### src/rtl/control_pkg.sv
// Shared definitions for the multi-cycle control unit: opcodes, ALU/memory
// operation codes, FSM states and the datapath control bundle.
package control_pkg;

  localparam int ALU_OP_W    = 4;
  localparam int MEM_OP_W    = 2;
  localparam int NUM_OPCODES = 16;

  localparam logic [3:0] OP_ADD  = 4'd0;
  localparam logic [3:0] OP_ADDI = 4'd1;
  localparam logic [3:0] OP_SUB  = 4'd2;
  localparam logic [3:0] OP_SUBI = 4'd3;
  localparam logic [3:0] OP_NOT  = 4'd4;
  localparam logic [3:0] OP_AND  = 4'd5;
  localparam logic [3:0] OP_OR   = 4'd6;
  localparam logic [3:0] OP_NAND = 4'd7;
  localparam logic [3:0] OP_NOR  = 4'd8;
  localparam logic [3:0] OP_MOV  = 4'd9;
  localparam logic [3:0] OP_LI   = 4'd10;
  localparam logic [3:0] OP_LW   = 4'd11;
  localparam logic [3:0] OP_SW   = 4'd12;
  localparam logic [3:0] OP_BEQ  = 4'd13;
  localparam logic [3:0] OP_BNE  = 4'd14;
  localparam logic [3:0] OP_JUMP = 4'd15;

  localparam logic [ALU_OP_W-1:0] ALU_OP_ADD  = 4'd0;
  localparam logic [ALU_OP_W-1:0] ALU_OP_SUB  = 4'd1;
  localparam logic [ALU_OP_W-1:0] ALU_OP_NOT  = 4'd2;
  localparam logic [ALU_OP_W-1:0] ALU_OP_AND  = 4'd3;
  localparam logic [ALU_OP_W-1:0] ALU_OP_OR   = 4'd4;
  localparam logic [ALU_OP_W-1:0] ALU_OP_NAND = 4'd5;
  localparam logic [ALU_OP_W-1:0] ALU_OP_NOR  = 4'd6;
  localparam logic [ALU_OP_W-1:0] ALU_OP_MOV  = 4'd7;
  localparam logic [ALU_OP_W-1:0] ALU_OP_LI   = 4'd8;

  localparam logic [MEM_OP_W-1:0] MEM_OP_NOP   = 2'd0;
  localparam logic [MEM_OP_W-1:0] MEM_OP_READ  = 2'd1;
  localparam logic [MEM_OP_W-1:0] MEM_OP_WRITE = 2'd2;

  typedef enum logic [2:0] {
    IDLE, FETCH, DECODE, EXEC, MEM, WB, HALT
  } state_t;

  typedef struct packed {
    logic                reg_dst;
    logic                alu_src;
    logic [ALU_OP_W-1:0] alu_op;
    logic                mem_to_reg;
    logic                is_mem;
    logic                is_branch;
    logic                is_jump;
    logic                illegal;
  } decode_t;

  typedef struct packed {
    logic                imem_req;
    logic                ir_write;
    logic                pc_inc;
    logic                pc_load;
    logic                reg_dst;
    logic                alu_src;
    logic                mem_to_reg;
    logic                reg_write;
    logic                beq;
    logic                bne;
    logic                address_src;
    logic [ALU_OP_W-1:0] alu_op;
    logic [MEM_OP_W-1:0] mem_op;
    logic                instr_done;
  } ctrl_t;

  function automatic logic opcode_illegal(input logic [31:0] op);
    return op >= 32'(NUM_OPCODES);
  endfunction

endpackage

### src/rtl/control_decode.sv
// Combinational opcode decoder: maps the latched opcode to its static datapath
// controls and instruction class. The FSM decides when these are driven.
module control_decode
  import control_pkg::*;
#(
  parameter int OP_CODE_BITS = 6
) (
  input  logic [OP_CODE_BITS-1:0] op,
  output decode_t                 dec
);

  logic [31:0] op_ext;

  assign op_ext = 32'(op);

  always_comb begin
    dec         = '0;
    dec.alu_op  = ALU_OP_ADD;
    dec.illegal = opcode_illegal(op_ext);
    if (!dec.illegal) begin
      case (op_ext[3:0])
        OP_ADD:  dec.reg_dst = 1'b1;
        OP_ADDI: dec.alu_src = 1'b1;
        OP_SUB:  begin dec.reg_dst = 1'b1; dec.alu_op = ALU_OP_SUB;  end
        OP_SUBI: begin dec.alu_src = 1'b1; dec.alu_op = ALU_OP_SUB;  end
        OP_NOT:  begin dec.reg_dst = 1'b1; dec.alu_op = ALU_OP_NOT;  end
        OP_AND:  begin dec.reg_dst = 1'b1; dec.alu_op = ALU_OP_AND;  end
        OP_OR:   begin dec.reg_dst = 1'b1; dec.alu_op = ALU_OP_OR;   end
        OP_NAND: begin dec.reg_dst = 1'b1; dec.alu_op = ALU_OP_NAND; end
        OP_NOR:  begin dec.reg_dst = 1'b1; dec.alu_op = ALU_OP_NOR;  end
        OP_MOV:  begin dec.reg_dst = 1'b1; dec.alu_op = ALU_OP_MOV;  end
        OP_LI:   begin dec.alu_src = 1'b1; dec.alu_op = ALU_OP_LI;   end
        // Loads and stores use the ALU for base + offset addressing.
        OP_LW: begin
          dec.alu_src    = 1'b1;
          dec.mem_to_reg = 1'b1;
          dec.is_mem     = 1'b1;
        end
        OP_SW: begin
          dec.alu_src = 1'b1;
          dec.is_mem  = 1'b1;
        end
        OP_BEQ, OP_BNE: begin
          dec.alu_op    = ALU_OP_SUB;
          dec.is_branch = 1'b1;
        end
        OP_JUMP: dec.is_jump = 1'b1;
        default: ;
      endcase
    end
  end

endmodule

### src/rtl/multicycle_control_unit.sv
// Multi-cycle control FSM: sequences fetch/decode/execute/memory/writeback with
// ready handshakes, resolves branches, and halts on illegal opcode or timeout.
module multicycle_control_unit
  import control_pkg::*;
#(
  parameter int OP_CODE_BITS = 6,
  parameter int ALU_OP_BITS  = 4,
  parameter int MEM_OP_BITS  = 2,
  parameter int MEM_TIMEOUT  = 15
) (
  input  logic                    clk,
  input  logic                    rst_n,
  input  logic                    enable,
  input  logic [OP_CODE_BITS-1:0] opcode,
  input  logic                    imem_ready,
  input  logic                    dmem_ready,
  input  logic                    alu_zero,
  output logic                    imem_req,
  output logic                    ir_write,
  output logic                    pc_inc,
  output logic                    pc_load,
  output logic                    reg_dst,
  output logic                    alu_src,
  output logic                    mem_to_reg,
  output logic                    reg_write,
  output logic                    beq,
  output logic                    bne,
  output logic                    address_src,
  output logic [ALU_OP_BITS-1:0]  alu_op,
  output logic [MEM_OP_BITS-1:0]  mem_op,
  output logic                    instr_done,
  output logic                    illegal_op,
  output logic                    mem_fault,
  output logic                    halted
);

  state_t                  state_reg, state_next;
  logic [OP_CODE_BITS-1:0] op_q, op_q_next;
  logic [7:0]              wait_cnt_reg, wait_cnt_next, wait_inc;
  logic                    illegal_reg, illegal_next;
  logic                    mem_fault_reg, mem_fault_next;
  logic                    timeout;
  logic                    op_is_beq;
  decode_t                 dec;
  ctrl_t                   ctrl;

  control_decode #(.OP_CODE_BITS(OP_CODE_BITS)) u_decode (
    .op  (op_q),
    .dec (dec)
  );

  // Saturating wait count; a ready in the cycle the count would reach the
  // limit still wins, because the ready branches are tested first below.
  assign wait_inc  = (wait_cnt_reg == 8'hFF) ? 8'hFF : wait_cnt_reg + 8'd1;
  assign timeout   = (wait_inc >= 8'(MEM_TIMEOUT));
  assign op_is_beq = (32'(op_q) == 32'(OP_BEQ));

  always_ff @(posedge clk or negedge rst_n) begin
    if (!rst_n) begin
      state_reg     <= IDLE;
      op_q          <= '0;
      wait_cnt_reg  <= '0;
      illegal_reg   <= 1'b0;
      mem_fault_reg <= 1'b0;
    end else begin
      state_reg     <= state_next;
      op_q          <= op_q_next;
      wait_cnt_reg  <= wait_cnt_next;
      illegal_reg   <= illegal_next;
      mem_fault_reg <= mem_fault_next;
    end
  end

  always_comb begin
    state_next     = state_reg;
    op_q_next      = op_q;
    wait_cnt_next  = wait_cnt_reg;
    illegal_next   = illegal_reg;
    mem_fault_next = mem_fault_reg;
    case (state_reg)
      IDLE: if (enable) state_next = FETCH;
      FETCH: begin
        if (imem_ready) begin
          state_next = DECODE;
        end else if (timeout) begin
          mem_fault_next = 1'b1;
          state_next     = HALT;
        end else begin
          wait_cnt_next = wait_inc;
        end
      end
      DECODE: begin
        op_q_next = opcode;
        if (opcode_illegal(32'(opcode))) begin
          illegal_next = 1'b1;
          state_next   = HALT;
        end else begin
          state_next = EXEC;
        end
      end
      EXEC: begin
        if (dec.illegal) begin
          illegal_next = 1'b1;
          state_next   = HALT;
        end else if (dec.is_mem) begin
          state_next = MEM;
        end else if (dec.is_branch || dec.is_jump) begin
          state_next = FETCH;
        end else begin
          state_next = WB;
        end
      end
      MEM: begin
        if (dmem_ready) begin
          state_next = dec.mem_to_reg ? WB : FETCH;
        end else if (timeout) begin
          mem_fault_next = 1'b1;
          state_next     = HALT;
        end else begin
          wait_cnt_next = wait_inc;
        end
      end
      WB:      state_next = FETCH;
      HALT:    state_next = HALT;
      default: state_next = IDLE;
    endcase
    // Every entry into a waiting state starts from a fresh count.
    if (state_next != state_reg) wait_cnt_next = '0;
  end

  always_comb begin
    ctrl        = '0;
    ctrl.alu_op = ALU_OP_ADD;
    ctrl.mem_op = MEM_OP_NOP;
    case (state_reg)
      FETCH: begin
        ctrl.imem_req = 1'b1;
        ctrl.ir_write = imem_ready;
        ctrl.pc_inc   = imem_ready;
      end
      EXEC: begin
        ctrl.reg_dst = dec.reg_dst;
        ctrl.alu_src = dec.alu_src;
        ctrl.alu_op  = dec.alu_op;
        if (dec.is_branch) begin
          ctrl.beq        = op_is_beq;
          ctrl.bne        = !op_is_beq;
          ctrl.pc_load    = op_is_beq ? alu_zero : !alu_zero;
          ctrl.instr_done = 1'b1;
        end
        if (dec.is_jump) begin
          ctrl.address_src = 1'b1;
          ctrl.pc_load     = 1'b1;
          ctrl.instr_done  = 1'b1;
        end
      end
      MEM: begin
        ctrl.reg_dst    = dec.reg_dst;
        ctrl.alu_src    = dec.alu_src;
        ctrl.alu_op     = dec.alu_op;
        ctrl.mem_op     = dec.mem_to_reg ? MEM_OP_READ : MEM_OP_WRITE;
        ctrl.instr_done = dmem_ready && !dec.mem_to_reg;
      end
      WB: begin
        ctrl.reg_dst    = dec.reg_dst;
        ctrl.alu_src    = dec.alu_src;
        ctrl.alu_op     = dec.alu_op;
        ctrl.mem_to_reg = dec.mem_to_reg;
        ctrl.reg_write  = 1'b1;
        ctrl.instr_done = 1'b1;
      end
      default: ;
    endcase
  end

  assign imem_req    = ctrl.imem_req;
  assign ir_write    = ctrl.ir_write;
  assign pc_inc      = ctrl.pc_inc;
  assign pc_load     = ctrl.pc_load;
  assign reg_dst     = ctrl.reg_dst;
  assign alu_src     = ctrl.alu_src;
  assign mem_to_reg  = ctrl.mem_to_reg;
  assign reg_write   = ctrl.reg_write;
  assign beq         = ctrl.beq;
  assign bne         = ctrl.bne;
  assign address_src = ctrl.address_src;
  assign alu_op      = ALU_OP_BITS'(ctrl.alu_op);
  assign mem_op      = MEM_OP_BITS'(ctrl.mem_op);
  assign instr_done  = ctrl.instr_done;
  assign illegal_op  = illegal_reg;
  assign mem_fault   = mem_fault_reg;
  assign halted      = illegal_reg | mem_fault_reg;

endmodule

### config.mk
export PLATFORM = sky130hd
export DESIGN_NAME = multicycle_control_unit
export DESIGN_NICKNAME = d
export VERILOG_FILES = /design/src/rtl/control_pkg.sv /design/src/rtl/control_decode.sv /design/src/rtl/multicycle_control_unit.sv
export SDC_FILE = /design/constraint.sdc
export NUM_CORES = 1
export LEC_CHECK = 0
export CORE_MARGIN = 2
export CORE_UTILIZATION = 50
export DETAILED_ROUTE_END_ITERATION = 8
export PLACE_DENSITY = 0.88
export SLEW_MARGIN = 20
export SYNTH_ARGS = -nofsm -noshare
export SYNTH_HDL_FRONTEND = slang
export SYNTH_SLANG_ARGS = --single-unit
### constraint.sdc
create_clock -name clk -period 3.35 [get_ports clk]
set_input_delay 0.67 -clock clk [delete_from_list [all_inputs] [get_ports clk]]
set_output_delay 0.67 -clock clk [all_outputs]
set_load 0.01 [all_outputs]
# Word level (Yosys, flattened, before mapping)
# Cells that the tools add are included.
# classes
bitwise_logic,1
reduce_logical,19
n_lt_le_gt_ge,3
n_mux,47
addsub,1
n_eq_ne,30
# ops
cell,n
two-way mux 8 bit,5
two-way mux 3 bit,11
"equality test 4 bit, second input constant",8
one-hot mux 4 bit (8 select lines),1
one-hot mux 3 bit (7 select lines),1
two-way mux 1 bit,18
"equality test 4 x 3 -> 1 bit, second input constant",4
one-hot mux 8 bit (2 select lines),1
">= comparator 6 x 5 -> 1 bit, second input constant",2
two-way mux 10 bit,1
two-way mux 2 bit,5
"equality test 3 bit, second input constant",3
AND reduction 3 bit,3
"adder 8 x 1 -> 8 bit, second input constant",1
"equality test 4 x 2 -> 1 bit, second input constant",2
"equality test 8 bit, second input constant",1
">= comparator 8 x 4 -> 1 bit, second input constant",1
"!= test 2 bit, second input constant",4
OR reduction 8 bit,1
"equality test 3 x 2 -> 1 bit, second input constant",2
"equality test 6 x 4 -> 1 bit, second input constant",1
"!= test 3 bit, second input constant",2
OR reduction 5 bit,1
"equality test 4 x 1 -> 1 bit, second input constant",1
other kinds (16),21
# totals
output_inout_bits,21
word_cells,106
in_bits,12
ff_bits,19

# Longest topological paths before layout
# Gate-level depths: netlist (run 1).
# depth
ltp_word,12
depth_mapped,7
mapped_depth_nobuf,7

# Cells and area by module
# A second synthesis (run 1) with hierarchy kept.
# hier_totals
hier_cells,167
area_unflattened_um2,1451.4
# by_module_without_submodules
mod,instances,seq_area_each_um2,cells_per_inst,area_each_um2
multicycle_control_unit,1,475.5,134,1227.4
control_decode,1,0.0,33,224.0

# Worst setup path before layout (run 1)
# No wires, ideal clock.
# synth_path
path_type,reg2out
start,register state_reg[0]
end,output port pc_inc
path_slack_ns,1.259
required_time_ns,2.680
n_path_buf,2
path_stages_with_launch,6
arrival_ns,1.421
path_cell_list,dfrtp_1 clkbuf_2 inv_1 nor3_1 and2_1 buf_4
# synth_between
elab_chain_cells,2
# synth_lines
item,line_no,source
start: declaration,multicycle_control_unit.sv:37,"state_t state_reg, state_next;"
start signal: assignment,multicycle_control_unit.sv:66,state_reg <= state_next;
equality test 3 x 1 -> 1 bit,multicycle_control_unit.sv:135,case (state_reg)
two-way mux 3 bit,multicycle_control_unit.sv:135,
end: declaration,multicycle_control_unit.sv:20,"output logic pc_inc,"
# Every way passes these cells.

# Worst setup path after layout (run 1)
# layout_path
start,register state_reg[1]
end,output port alu_op[3]
# layout_between
elab_chain_cells,3
word_cells_on_any_way,5
classes_between,eq/ne: 3; mux: 1; reduce/logical: 1
# layout_lines
item,line_no,source
equality test 3 bit / equality test 3 x 2 -> 1 bit (equally long branches),multicycle_control_unit.sv:135,
OR reduction 3 bit (no source line) (*),-,
two-way mux 4 bit (*),multicycle_control_unit.sv:135,
end: declaration,multicycle_control_unit.sv:29,"output logic [ALU_OP_BITS-1:0] alu_op,"
# Every way passes the cells marked *; elsewhere a longest branch is shown, timed or not.

==> summary.txt, run 1 <==
Outcome
  – Run status: finished clean

Timing
  – Worst slew margin: between 40 and 50%
  – Max Slew Vio Count: 0
  – # setup viols final: 0
  – Tcrit/Tclk final: 89.0%
  – Min Tclk post-route: between 2 and 3 ns
  – Max Clock Freq: between 300 and 400 MHz
  – Tightest Pin Transition: ~0.83 ns
  – Clk_skew: between 0.001 and 0.0015 ns
  – Worst Setup Slack, final: 0.368 ns
  – Setup TNS: 0 ns
  – Fin. Hold Viols: 0
  – RSZ-0062 raised after global routing: false

Final layout
  – Fraction of layout cells with a size suffix above 1: between 10% and 20%
  – Post-Layout Inst Area: between 1500 and 2000 µm²
  – Max reg flops: 8
  – Number of diodes: 0
  – Layout overhead on the synthesized area: 24.3%
  – Fillers: between 200 and 250
  – Post-route insts no fill: 211
  – Commonest non-fill, non-tap cell in the layout: clkdlybuf4s50_1
  – Fin nets: 194
  – Most frequent cells in the layout: clkdlybuf4s50_1 (32), dfrtp_1 (19), nand2_1 (12), nor2_1 (10)

Placement
  – Number of I/O port buffers: 32
  – Dpl cell area: ~1700 µm²
  – DPL Wire Length: about 2.5 mm
  – Placed insts: a little over 200
  – Placer Congestion: between 0.8 and 0.9
  – Worst slack, placed: ~0.7 ns

Power and ir drop
  – Internal power: 629 µW
  – Net switching power: between 500 and 600 µW
  – Overall power: approximately 1100 µW
  – Comb pwr share: a little over half
  – VDD IR max: ~0.38 mV
  – Pwr Density: between 600 and 700 nW/µm²
  – Static Leakage: between 0.0007 and 0.0008 µW
  – Switching Share: 44.9%
  – Flop pwr share: approximately 37%
  – Clock share of power: approximately a tenth

Global route
  – Vias in the first global route: approximately 1200
  – Initial antenna violation count: 0
  – Largest net degree at the start of global routing: 20
  – Total GRT Usage: 21.0%
  – Total global routing overflow: 0
  – First-pass GRT wire length: around 5.4 mm

Synth
  – Syn Nets: ~170
  – Post-synth ARST share: 100%
  – Cells after synthesis: approximately 150
  – Primary FF master, synth: dfrtp_1
  – Synth unique cells: between 50 and 60
  – Yosys warnings: 0
  – Sequential element share of the synthesized area: approximately a third
  – Register bit count reported by yosys: 19
  – Netlist Area Pre-Place: approximately 1400 µm²
  – Post-synth EDFFs: 0
  – Syn Area/Cell: a little over 9 µm²

Setup path
  – Buf+Inv Stages, Crit Path: 1
  – CP max stage delay: around 0.63 ns
  – WP data arrival: between 2 and 2.5 ns
  – Worst R2R Setup Slack: around 1.1 ns
  – Reg2Reg Depth: 7
  – WP depth: 5
  – Worst path slowest cell: dfrtp_1
  – Critical path type: register to primary output
  – CP startpoint kind: register
  – CP cell instances: nand3b_1 -> o21ai_0 -> nand2_1 -> nor4b_1 -> clkdlybuf4s50_1
  – Worst-path maximum fanout: 13
  – Crit. End Element: primary output
  – Worst endpoint required time: about 2.7 ns
  – Crit path max-delay family: simple AND/OR/NAND/NOR gates

CTS
  – CTS tree: built
  – Resized Gates After CTS: 0
  – Clk root buf: clkbuf_4
  – Setup bufs post-CTS: 0
  – Clock sink total: 19
  – Hold Buf Count CTS: 0
  – Clk_lat worst skew: a little under 0.3 ns
  – CTS Buf Count: 3
  – H-tree depth: 1
  – Clock Pin Slew Worst Setup and Hold Paths: around 0.11 ns
  – Clock Path Buffers: 2

Min path
  – Cell depth of the worst hold path: 1
  – Hold WC Path Type: register to register

Die
  – Initial core utilization: 51.7%
  – Die height: roughly 57 µm
  – Ports: 33
  – Core area: 2710 µm²
  – Die area: 3240 µm²
  – Die width: around 57 µm
  – Rows: 19

Routing
  – Via/cell ratio: 5.86
  – Final wirelength: around 3.2 mm
  – WL per Instance: between 15 and 20 µm
  – DRC: 0
  – DR vias: about 1200
  – Starting DRT DRC Count: 20
  – DR pass1 iterations: 4
  – Post-route ant nets: 0

Run
  – Max Cap Violations: 0
cell type report:
cell class	instances	area, µm²	share of cell area, %
inverter	6	22.5	1.29
tap	31	38.8	2.23
sequential	19	475	27.3
timing repair buffer	32	320	18.4
multi-input combinational	119	855	49.1
clock buffer	3	22.5	1.29
clock inverter	1	7.51	0.431
worst paths after layout:
check                           startpoint              end
max reg2reg                wait_cnt_reg[0]  wait_cnt_reg[2]
min reg2reg                      mem_fault        mem_fault
max in group asynchronous            rst_n          op_q[2]
max                           state_reg[1]        alu_op[3]
min                              mem_fault        mem_fault
min in group asynchronous            rst_n     state_reg[0]
stage by stage:
step                hold WS (ns)  utilization (%)
global placement           0.457             63.2
global route               0.540             64.3
floorplan                  0.374                -
detailed placement         0.466             63.2
CTS                        0.501             64.3
finish                     0.495             64.3
power groups by stage:
stage / Clock (µW) / Sequential, µW / Combinational [µW]
after detailed placement: 0 / 422 / 602
after CTS: 123 / 417 / 604
after floorplan: 0 / 326 / 524
final: 116 / 422 / 602
after global placement: 0 / 415 / 575
after global routing: 131 / 438 / 669
cells by family after synthesis:
| group | count (synthesis) | synth area share [%] |
|---|---|---|
| compound gates | 39 | 21.3 |
| xor+xnor | 3 | 2.41 |
| fa+ha+maj | 1 | 0.893 |
| buf+inv | 14 | 5.09 |
| flops | 19 | 33.9 |
| mux | 6 | 4.73 |
| simple gates | 70 | 31.7 |
synthesized netlist by cell type, types with 2 or more instances:
| cell type | number | area [µm²] |
|---|---|---|
| o21ai_0 | 7 | 35.0 |
| mux2_2 | 5 | 56.3 |
| nor2b_1 | 3 | 18.8 |
| and2_1 | 6 | 37.5 |
| and3_1 | 3 | 18.8 |
| buf_2 | 2 | 10.0 |
| and3_4 | 2 | 22.5 |
| nand3_1 | 3 | 15.0 |
| dfrtp_1 | 19 | 475 |
| nand2b_1 | 5 | 31.3 |
| inv_1 | 5 | 18.8 |
| or2_2 | 4 | 25.0 |
| nor3b_2 | 2 | 25.0 |
| o21ai_1 | 2 | 10.0 |
| a211oi_1 | 3 | 22.5 |
| and4b_1 | 2 | 20.0 |
| a21oi_1 | 7 | 35.0 |
| o21a_1 | 2 | 15.0 |
| a21o_1 | 3 | 22.5 |
| nand2_1 | 12 | 45.0 |
| o311a_1 | 2 | 20.0 |
| nor2_1 | 10 | 37.5 |
| nand3b_1 | 5 | 37.5 |
| xnor2_1 | 2 | 17.5 |
| buf_4 | 2 | 15.0 |
| nor3_1 | 5 | 25.0 |
| clkbuf_1 | 2 | 7.51 |
layer usage:
metal  share of wire, %  wire (µm)  global-route usage, %
met1                 43       1360                   25.3
met2                 52       1640                   37.9
met3                4.3        135                   2.95
met4                1.1         34                   7.97
met5                  0          0                      0
Power figures use the tool's default switching activity.
==> run 2, diff against run 1 <==
Settings changed: SYNTH_HIERARCHICAL from default to 1.
Clock period 3.35 ns to 3.5 ns, I/O delays scaled along.
==> run 2 against run 1 <==
  * Die area rose by 3.3%
  * Critical path depth rose by 1
  * Via count rose by 9.3%
  * Clock power fell by 13%
  * Combinational power rose by 6.5%
  * Worst setup slack improved by 0.082 ns
  * Global-route usage fell by 0.24 points
  * Highest routed layer unchanged
==> summary.txt, run 2 <==
Outcome
  – Run status: finished clean (unchanged)

CTS
  – CTS Buf Count: 3 (unchanged)
  – Hold Buf Count CTS: 0 (unchanged)
  – Clock Pin Slew Worst Setup and Hold Paths: 0.09 ns (was 0.11 ns)
  – Clock sink total: 19 (unchanged)
  – Clk_lat worst skew: 0.28 ns (was 0.29 ns)
  – Setup bufs post-CTS: 0 (unchanged)
  – Clk root buf: clkbuf_4 (unchanged)
  – CTS tree: built (unchanged)
  – H-tree depth: 1 (unchanged)
  – Clock Path Buffers: 2 (unchanged)
  – Resized Gates After CTS: 0 (unchanged)

Timing
  – Clk_skew: 0.00893 ns (was 0.00102 ns)
  – Min Tclk post-route: between 3 and 4 ns
  – Max Clock Freq: 328 MHz
  – RSZ-0062 raised after global routing: false (unchanged)
  – Worst slew margin: 46.7% (was 44.7%)
  – Setup TNS: 0 ns (unchanged)
  – Tcrit/Tclk final: 87.2%
  – Tightest Pin Transition: 0.797 ns (was 0.828 ns)
  – Max Slew Vio Count: 0 (unchanged)
  – # setup viols final: 0 (unchanged)
  – Fin. Hold Viols: 0 (unchanged)

Routing
  – WL per Instance: 14.2 µm (was 15.0 µm)
  – DRC: 0 (unchanged)
  – Post-route ant nets: 0 (unchanged)
  – Via/cell ratio: 6.06 (was 5.86)
  – DR pass1 iterations: 4 (unchanged)
  – Starting DRT DRC Count: 45 (was 20)
  – DR vias: 1352 (was 1237)
  – Final wirelength: 3.18 mm (was 3.17 mm)

Synth
  – Primary FF master, synth: dfrtp_1 (unchanged)
  – Sequential element share of the synthesized area: 32.8% (was 33.9%)
  – Register bit count reported by yosys: 19 (unchanged)
  – Synth unique cells: 51 (was 54)
  – Cells after synthesis: 167 (was 152)
  – Syn Nets: 180 (was 165)
  – Netlist Area Pre-Place: 1450 µm² (was 1400 µm²)
  – Syn Area/Cell: 8.69 µm² (was 9.22 µm²)
  – Post-synth ARST share: 100% (unchanged)
  – Share of the synthesized area in the top cell type: 32.8% (was 33.9%)
  – Post-synth EDFFs: 0 (unchanged)
  – Synth area leader: dfrtp_1 (unchanged)
  – Yosys warnings: 6 (was 0)
  – Count leader, synth: dfrtp_1 (unchanged)
  – Ranking of synthesized cells by area: dfrtp_1 (33%), nor2_1 (4.7%), mux2_2 (4.7%) (was dfrtp_1 (34%), mux2_2 (4.0%), nand2_1 (3.2%))
  – Top post-synthesis cells by count: dfrtp_1 (19), nor2_1 (18), nand2_1 (11), a21oi_1 (10), and2_1 (10) (was dfrtp_1 (19), nand2_1 (12), nor2_1 (10), a21oi_1 (7), o21ai_0 (7))

Global route
  – Vias in the first global route: 1291 (was 1174)
  – Largest net degree at the start of global routing: 20 (unchanged)
  – Total global routing overflow: 0 (unchanged)
  – Total GRT Usage: 20.8% (was 21.0%)
  – First-pass GRT wire length: 5.60 mm (was 5.40 mm)
  – Initial antenna violation count: 0 (unchanged)

Final layout
  – Number of diodes: 0 (unchanged)
  – Most frequent cells in the layout: clkdlybuf4s50_1 (32), dfrtp_1 (19), nor2_1 (18), nand2_1 (11) (was clkdlybuf4s50_1 (32), dfrtp_1 (19), nand2_1 (12), nor2_1 (10))
  – Fraction of layout cells with a size suffix above 1: 10.4% (was 15.0%)
  – Max reg flops: 8 (unchanged)
  – Fin nets: 206 (was 194)
  – Commonest non-fill, non-tap cell in the layout: clkdlybuf4s50_1 (unchanged)
  – Layout overhead on the synthesized area: 20.6% (was 24.3%)
  – Post-Layout Inst Area: 1750 µm² (was 1740 µm²)

Setup path
  – CP startpoint kind: register (unchanged)
  – Reg-to-Reg End: wait_cnt_reg[2] (unchanged)
  – Worst setup path startpoint: op_q[4] (was state_reg[1])
  – Worst endpoint required time: 2.80 ns (was 2.68 ns)
  – R2r startpoint: wait_cnt_reg[0] (unchanged)
  – Reg2Reg Depth: 6 (was 7)
  – Critical path type: register to primary output (unchanged)
  – Worst R2R Setup Slack: 1.33 ns (was 1.06 ns)
  – Worst-path maximum fanout: 4 (was 13)
  – Crit path to: mem_to_reg (was alu_op[3])
  – Crit. End Element: primary output (unchanged)
  – WP data arrival: 2.35 ns (was 2.31 ns)

Die
  – Die width: 57.9 µm (was 56.9 µm)
  – Initial core utilization: 52.6% (was 51.7%)
  – Die area: 3350 µm² (was 3240 µm²)
  – Rows: 19 (unchanged)
  – Die height: 57.9 µm (was 56.9 µm)
  – Ports: 33 (unchanged)
  – Core area: 2760 µm² (was 2710 µm²)

Placement
  – Dpl cell area: 1720 µm² (was 1710 µm²)
  – DPL Wire Length: 2.47 mm (about the same)
  – Number of I/O port buffers: 32 (unchanged)
  – Placer Congestion: 0.890 (was 0.869)

Power and ir drop
  – Pwr Density: 680 nW/µm² (was 655 nW/µm²)
  – Static Leakage: 0.000688 µW (was 0.000708 µW)
  – VDD IR max: 0.421 mV (was 0.378 mV)

Min path
  – Hold WC Path Type: register to register (unchanged)
  – Beginning of the worst hold path: illegal_op (was mem_fault)

Run
  – Max Cap Violations: 0 (unchanged)
==> run 2: final cells by class <==
cell class,instances,area (µm²)
multi-input combinational,129,860
timing repair buffer,32,320
sequential,19,475
tap,31,38.8
clock buffer,4,26.3
fill,252,1010
inverter,8,30.0
==> run 2: power breakdown <==
group          internal, µW  switching (µW)
registers               283             165
clock network          44.2            57.0
logic                   317             323
==> run 2: cells by family after synthesis <==
logic type	Yosys count	share of synthesized area, %
AOI/OAI and AO/OA	38	19.3
xor gates and xnor gates	3	1.81
adders and majority gates	1	0.862
buffers and inverters	19	8.02
DFF	19	32.8
muxes	8	6.03
and+or+nand+nor	79	31.2
==> run 2: worst min path at each step <==
stage                             to  depth (start not counted)
after floorplan           illegal_op                          0
final                     illegal_op                          1
after CTS                 illegal_op                          1
after global routing       mem_fault                          1
after detailed placement   mem_fault                          1
after global placement    illegal_op                          1
==> run 2: worst max-delay path, cell delays in order (launching register included) <==
cell	delay, ns
dfrtp_1	0.41
nor2_1	0.26
nand3_1	0.14
nor3b_1	0.37
inv_1	0.11
nor3_1	0.22
clkdlybuf4s50_1	0.58
==> run 2: metrics by stage <==
step / hold WS [ns] / std cells / power, µW / setup slack [ns] / util, %
floorplan: 0.404 / 167 / 940 / 1.31 / -
CTS: 0.519 / 223 / 1200 / 0.431 / 63.5
finish: 0.513 / 223 / 1190 / 0.449 / 63.5
global placement: 0.483 / 219 / 1050 / 0.716 / 62.5
global route: 0.528 / 223 / 1310 / 0.255 / 63.5
detailed placement: 0.498 / 219 / 1090 / 0.668 / 62.5
==> run 2: per-layer routing <==
metal	routed length [µm]	vias to the layer above	GRT usage (%)	part of all wire, %
met5	0	-	0	0
met2	1620	38	36.2	51
met1	1380	660	27.1	43
met3	164	2	3.57	5.2
met4	10	0	4.32	0.31
li1	-	652	-	-
